File: src/rtl/fifo_reader.sv
// fifo_reader: turns a raw active-low pushbutton into single-word FIFO reads.
// The button is synchronized and edge-detected into a one-cycle pop request.
// A four-state FSM issues one read strobe, waits out the FIFO read latency,
// and then captures the returned word into data_out.
// Optional feature macro: FIFO_READER_UNDERFLOW_EN builds the sticky underflow
// flag. Without it, underflow is tied low.
module fifo_reader #(
  parameter int DATA_WIDTH   = 8,
  parameter int READ_LATENCY = 1   // legal 1..3
) (
  input  logic                  clk,
  input  logic                  reset,       // asynchronous, active-low
  input  logic                  pop_n,       // raw button, low when pressed
  input  logic                  fifo_empty,
  input  logic [DATA_WIDTH-1:0] fifo_data,
  output logic                  fifo_read,
  output logic [DATA_WIDTH-1:0] data_out,
  output logic                  data_valid,
  output logic                  busy,
  output logic                  underflow
);

  typedef enum logic [1:0] {IDLE, ISSUE, WAIT, CAPTURE} state_t;

  // Counter value at which WAIT has spent READ_LATENCY-1 cycles.
  localparam logic [1:0] LAT_LAST = (READ_LATENCY >= 2) ? 2'(READ_LATENCY - 2) : 2'd0;

  state_t                state_reg, state_next;
  logic [1:0]            lat_cnt_reg, lat_cnt_next;
  logic                  sync1_reg, sync2_reg, sync3_reg;
  logic                  pop_req;
  logic [DATA_WIDTH-1:0] data_out_reg;
  logic                  data_valid_reg;

  // Two-flop synchronizer plus one history flop for falling-edge detection.
  // All three reset to 1 (button released), so reset never fakes a press.
  always_ff @(posedge clk or negedge reset) begin
    if (!reset) begin
      sync1_reg <= 1'b1;
      sync2_reg <= 1'b1;
      sync3_reg <= 1'b1;
    end else begin
      sync1_reg <= pop_n;
      sync2_reg <= sync1_reg;
      sync3_reg <= sync2_reg;
    end
  end

  // A press is a 1->0 step on the synchronized button.
  assign pop_req = sync3_reg & ~sync2_reg;

  // FSM state and latency counter registers.
  always_ff @(posedge clk or negedge reset) begin
    if (!reset) begin
      state_reg   <= IDLE;
      lat_cnt_reg <= 2'd0;
    end else begin
      state_reg   <= state_next;
      lat_cnt_reg <= lat_cnt_next;
    end
  end

  // Next-state logic and the read strobe. Requests seen outside IDLE are dropped.
  always_comb begin
    state_next   = state_reg;
    lat_cnt_next = lat_cnt_reg;
    fifo_read    = 1'b0;
    case (state_reg)
      IDLE: begin
        lat_cnt_next = 2'd0;
        if (pop_req && !fifo_empty) state_next = ISSUE;
      end
      ISSUE: begin
        // Never strobe an empty FIFO. The transaction still completes, because
        // emptiness is only decided in IDLE.
        fifo_read    = ~fifo_empty;
        lat_cnt_next = 2'd0;
        state_next   = (READ_LATENCY > 1) ? WAIT : CAPTURE;
      end
      WAIT: begin
        if (lat_cnt_reg == LAT_LAST) begin
          lat_cnt_next = 2'd0;
          state_next   = CAPTURE;
        end else begin
          lat_cnt_next = lat_cnt_reg + 2'd1;
        end
      end
      CAPTURE: state_next = IDLE;
      default: state_next = IDLE;
    endcase
  end

  // Capture the FIFO word in CAPTURE. data_valid marks the first cycle it is shown.
  always_ff @(posedge clk or negedge reset) begin
    if (!reset) begin
      data_out_reg   <= '0;
      data_valid_reg <= 1'b0;
    end else begin
      data_valid_reg <= (state_reg == CAPTURE);
      if (state_reg == CAPTURE) data_out_reg <= fifo_data;
    end
  end

  assign data_out   = data_out_reg;
  assign data_valid = data_valid_reg;
  assign busy       = (state_reg != IDLE);

`ifdef FIFO_READER_UNDERFLOW_EN
  logic underflow_reg;

  // Sticky flag: set when a press is accepted in IDLE but the FIFO is empty.
  always_ff @(posedge clk or negedge reset) begin
    if (!reset) underflow_reg <= 1'b0;
    else if (state_reg == IDLE && pop_req && fifo_empty) underflow_reg <= 1'b1;
  end

  assign underflow = underflow_reg;
`else
  assign underflow = 1'b0;
`endif

endmodule

File: config.mk
export PLATFORM = sky130hd
export DESIGN_NAME = fifo_reader
export DESIGN_NICKNAME = d
export VERILOG_FILES = /design/src/rtl/fifo_reader.sv
export SDC_FILE = /design/constraint.sdc
export NUM_CORES = 1
export LEC_CHECK = 0
export CORE_UTILIZATION = 42
export CTS_CLUSTER_DIAMETER = 50
export CTS_CLUSTER_SIZE = 24
export DETAILED_ROUTE_END_ITERATION = 8
export GPL_ROUTABILITY_DRIVEN = 1
export PLACE_DENSITY = 0.75
export SYNTH_ARGS = -nofsm -noshare
export SYNTH_HDL_FRONTEND = slang
export SYNTH_SLANG_ARGS = --single-unit
File: constraint.sdc
create_clock -name clk -period 1.64 [get_ports clk]
set_input_delay 0.164 -clock clk [delete_from_list [all_inputs] [get_ports clk]]
set_output_delay 0.164 -clock clk [all_outputs]
set_load 0.05 [all_outputs]
==> metrics <==
Initial Util 45.40%; H-Tree Depth 1; Worst Setup End Kind output pin; Post-DP HPWL 774.1 um; critical path's top delay family buffers and inverters; Synth cell types 15; fraction of registers with async set/reset 100.0%; Synth Cell Area 691.9 sq um; Seq cells post-synth 16; Synthesized Nets 70; dominant cells by area after synthesis dfrtp_1, mux2_2, ha_1; Max Clock Freq 627.0 MHz; required time of the critical path 1.48 ns; I/O Buffers 22; Critical Path Fanout Max 2; top-count cell post-synth dfrtp_1; critical path type flip-flop to output pin; DR vias 435; Worst Reg-to-Reg Cells 3; gr usage total 14.58%; Fin. Hold Viols 0; DRT iter0 DRCs 3; pin count of the biggest net entering global routing 17; TNS Setup 0 ns; pwr/cell area 2056 nW/um^2; Clk Latency, worst-skew pair 0.29 ns; crit path cell chain clkdlybuf4s50_1; Die H 42.59 um; DRT Wirelength 1.012 mm; TritonRoute pass-1 iters 3; cell leakage power 0.0004663 uW; Synth area leader dfrtp_1; Slowest cell on crit path clkdlybuf4s50_1; post-synth top area share 47.02%; Layout Cells excl Fill 92; number of flip-flops in the largest register 8; fraction of the yosys area taken by sequential cells 58.41%; max cap viols 0; drt wl/cell 11.00 um; initial antenna violation count 0; placed insts 88; R2R Setup Slk 0.16 ns; Crit path arrival time 1.43 ns; first-pass GRT wire length 1.863 mm; TritonCTS clock tree done; Cells after Synth 51; slowest stage delay, CP 0.80 ns; clk root buf clkbuf_4; Remaining DRCs 0; synth cell count leaders dfrtp_1, mux2_2, ha_1; R2R Path End state_reg[1]; area delta synth->final 41.95%; post-layout min period 1.595 ns; Antenna Nets Post-Route 0; CTS buffer count 3; CP Buf/Inv Count 1; vias per inst 4.728; maximum clock insertion buffer count 2; Final nets 96; clock sinks 16; syn_area_per_cell 13.57 sq um; number of enable flip-flop cells after synthesis 0; Worst Clk Skew 0.01209 ns; type of the most critical hold path input port to async pin; core area 1524 sq um; Reg clk slew, reported paths 0.09 ns; chip width 42.59 um; Diodes inserted 0; GRT overflow 0; Top FF cell, synth dfrtp_1; max-slew violations 0; DIE AREA 1814 sq um; actual slew at the worst max-slew pin 0.5019 ns; slew margin rel. 66.48%; startpoint class of the critical path flip-flop; io pins 24; fin crit share 97.25%; RSZ-0062 raised after global routing false; reg2reg start sync3_reg; final core utilization 64.45%; yosys warns 0; GP Congestion 0.7009; share of cells above drive strength 1 30.26%; worst IR drop on VDD 1220 uV; Setup violations, final 0; Cell Rows 14; status finished clean; vias in the first global route 439
## worst reg2reg max path, cell delays in order (launching register included)
cell and delay (ns):
dfstp_2 0.51, or3b_1 0.35, a21oi_2 0.19, mux2_1 0.33
## power by group
group	leakage [uW]	switching (uW)	internal [uW]	total, uW
clock	0.0000210	118	135	254
sequential	0.000188	77.4	542	619
combinational	0.000258	690	456	1150
## area by class of cell
type | count | area (sq um)
clock buffers | 4 | 36.28
fillers | 129 | 541.8
flip-flops and latches | 16 | 404.1
multi-input cells | 28 | 257.7
repair buffers | 23 | 245.2
inverters | 5 | 18.77
well taps | 16 | 20.02
## layer usage
metal | vias up | GRT usage (%) | routed length, um
met5 | - | 0 | 0
met4 | 0 | 7.500 | 23
met3 | 4 | 6.466 | 54
met2 | 11 | 23.69 | 500
met1 | 209 | 15.97 | 432
li1 | 211 | - | -
## cell families after synthesis
group	after synthesis	share of synthesized area (%)
fa+ha+maj	7	12.66
mux	10	16.09
buf+inv	7	4.340
other cells	1	0.5420
flops	16	58.41
simple gates	7	5.243
compound gates	3	2.713
## per-stage QoR
stage	setup slack (ns)	hold slack [ns]	total power, uW	instance area, sq um
2_1_floorplan	0.1647	-0.1316	1403	691.9
3_3_place_gp	0.05833	0.3484	1782	938.4
3_5_place_dp	0.04201	0.3472	1792	938.4
4_1_cts	0.02134	0.1747	2051	974.7
5_1_grt	0.006042	0.1773	2139	982.2
6_report	0.04509	0.1752	2019	982.2
## worst max path at each step
stage	from	end	slack [ns]	depth (start not counted)
2_1_floorplan	state_reg[1]	fifo_read	0.16	3
3_3_place_gp	fifo_empty	state_reg[1]	0.06	4
3_5_place_dp	fifo_empty	state_reg[1]	0.04	4
4_1_cts	data_out[3]	data_out[3]	0.02	1
5_1_grt	data_out[2]	data_out[2]	0.006	1
6_report	data_out[2]	data_out[2]	0.05	1
## placed cells by master, fill, tap and decap left out, types with 2 or more instances in the layout
master and n:
clkbuf_4 3, dfrtp_1 13, inv_1 5, dfstp_2 3, buf_4 5, buf_12 2, ha_1 7, dlymetal6s2s_1 3
mux2_2 8, nand2_1 4, nor2b_1 2, o21ai_0 2, clkdlybuf4s50_1 13
## timing repair
item                                    4_1_cts  5_1_grt
setup buffers                                 0        0
hold buffers                                  0        0
resized for setup                             0        3
endpoints found under the setup margin        0        3
(Power assumes the default switching activity.)
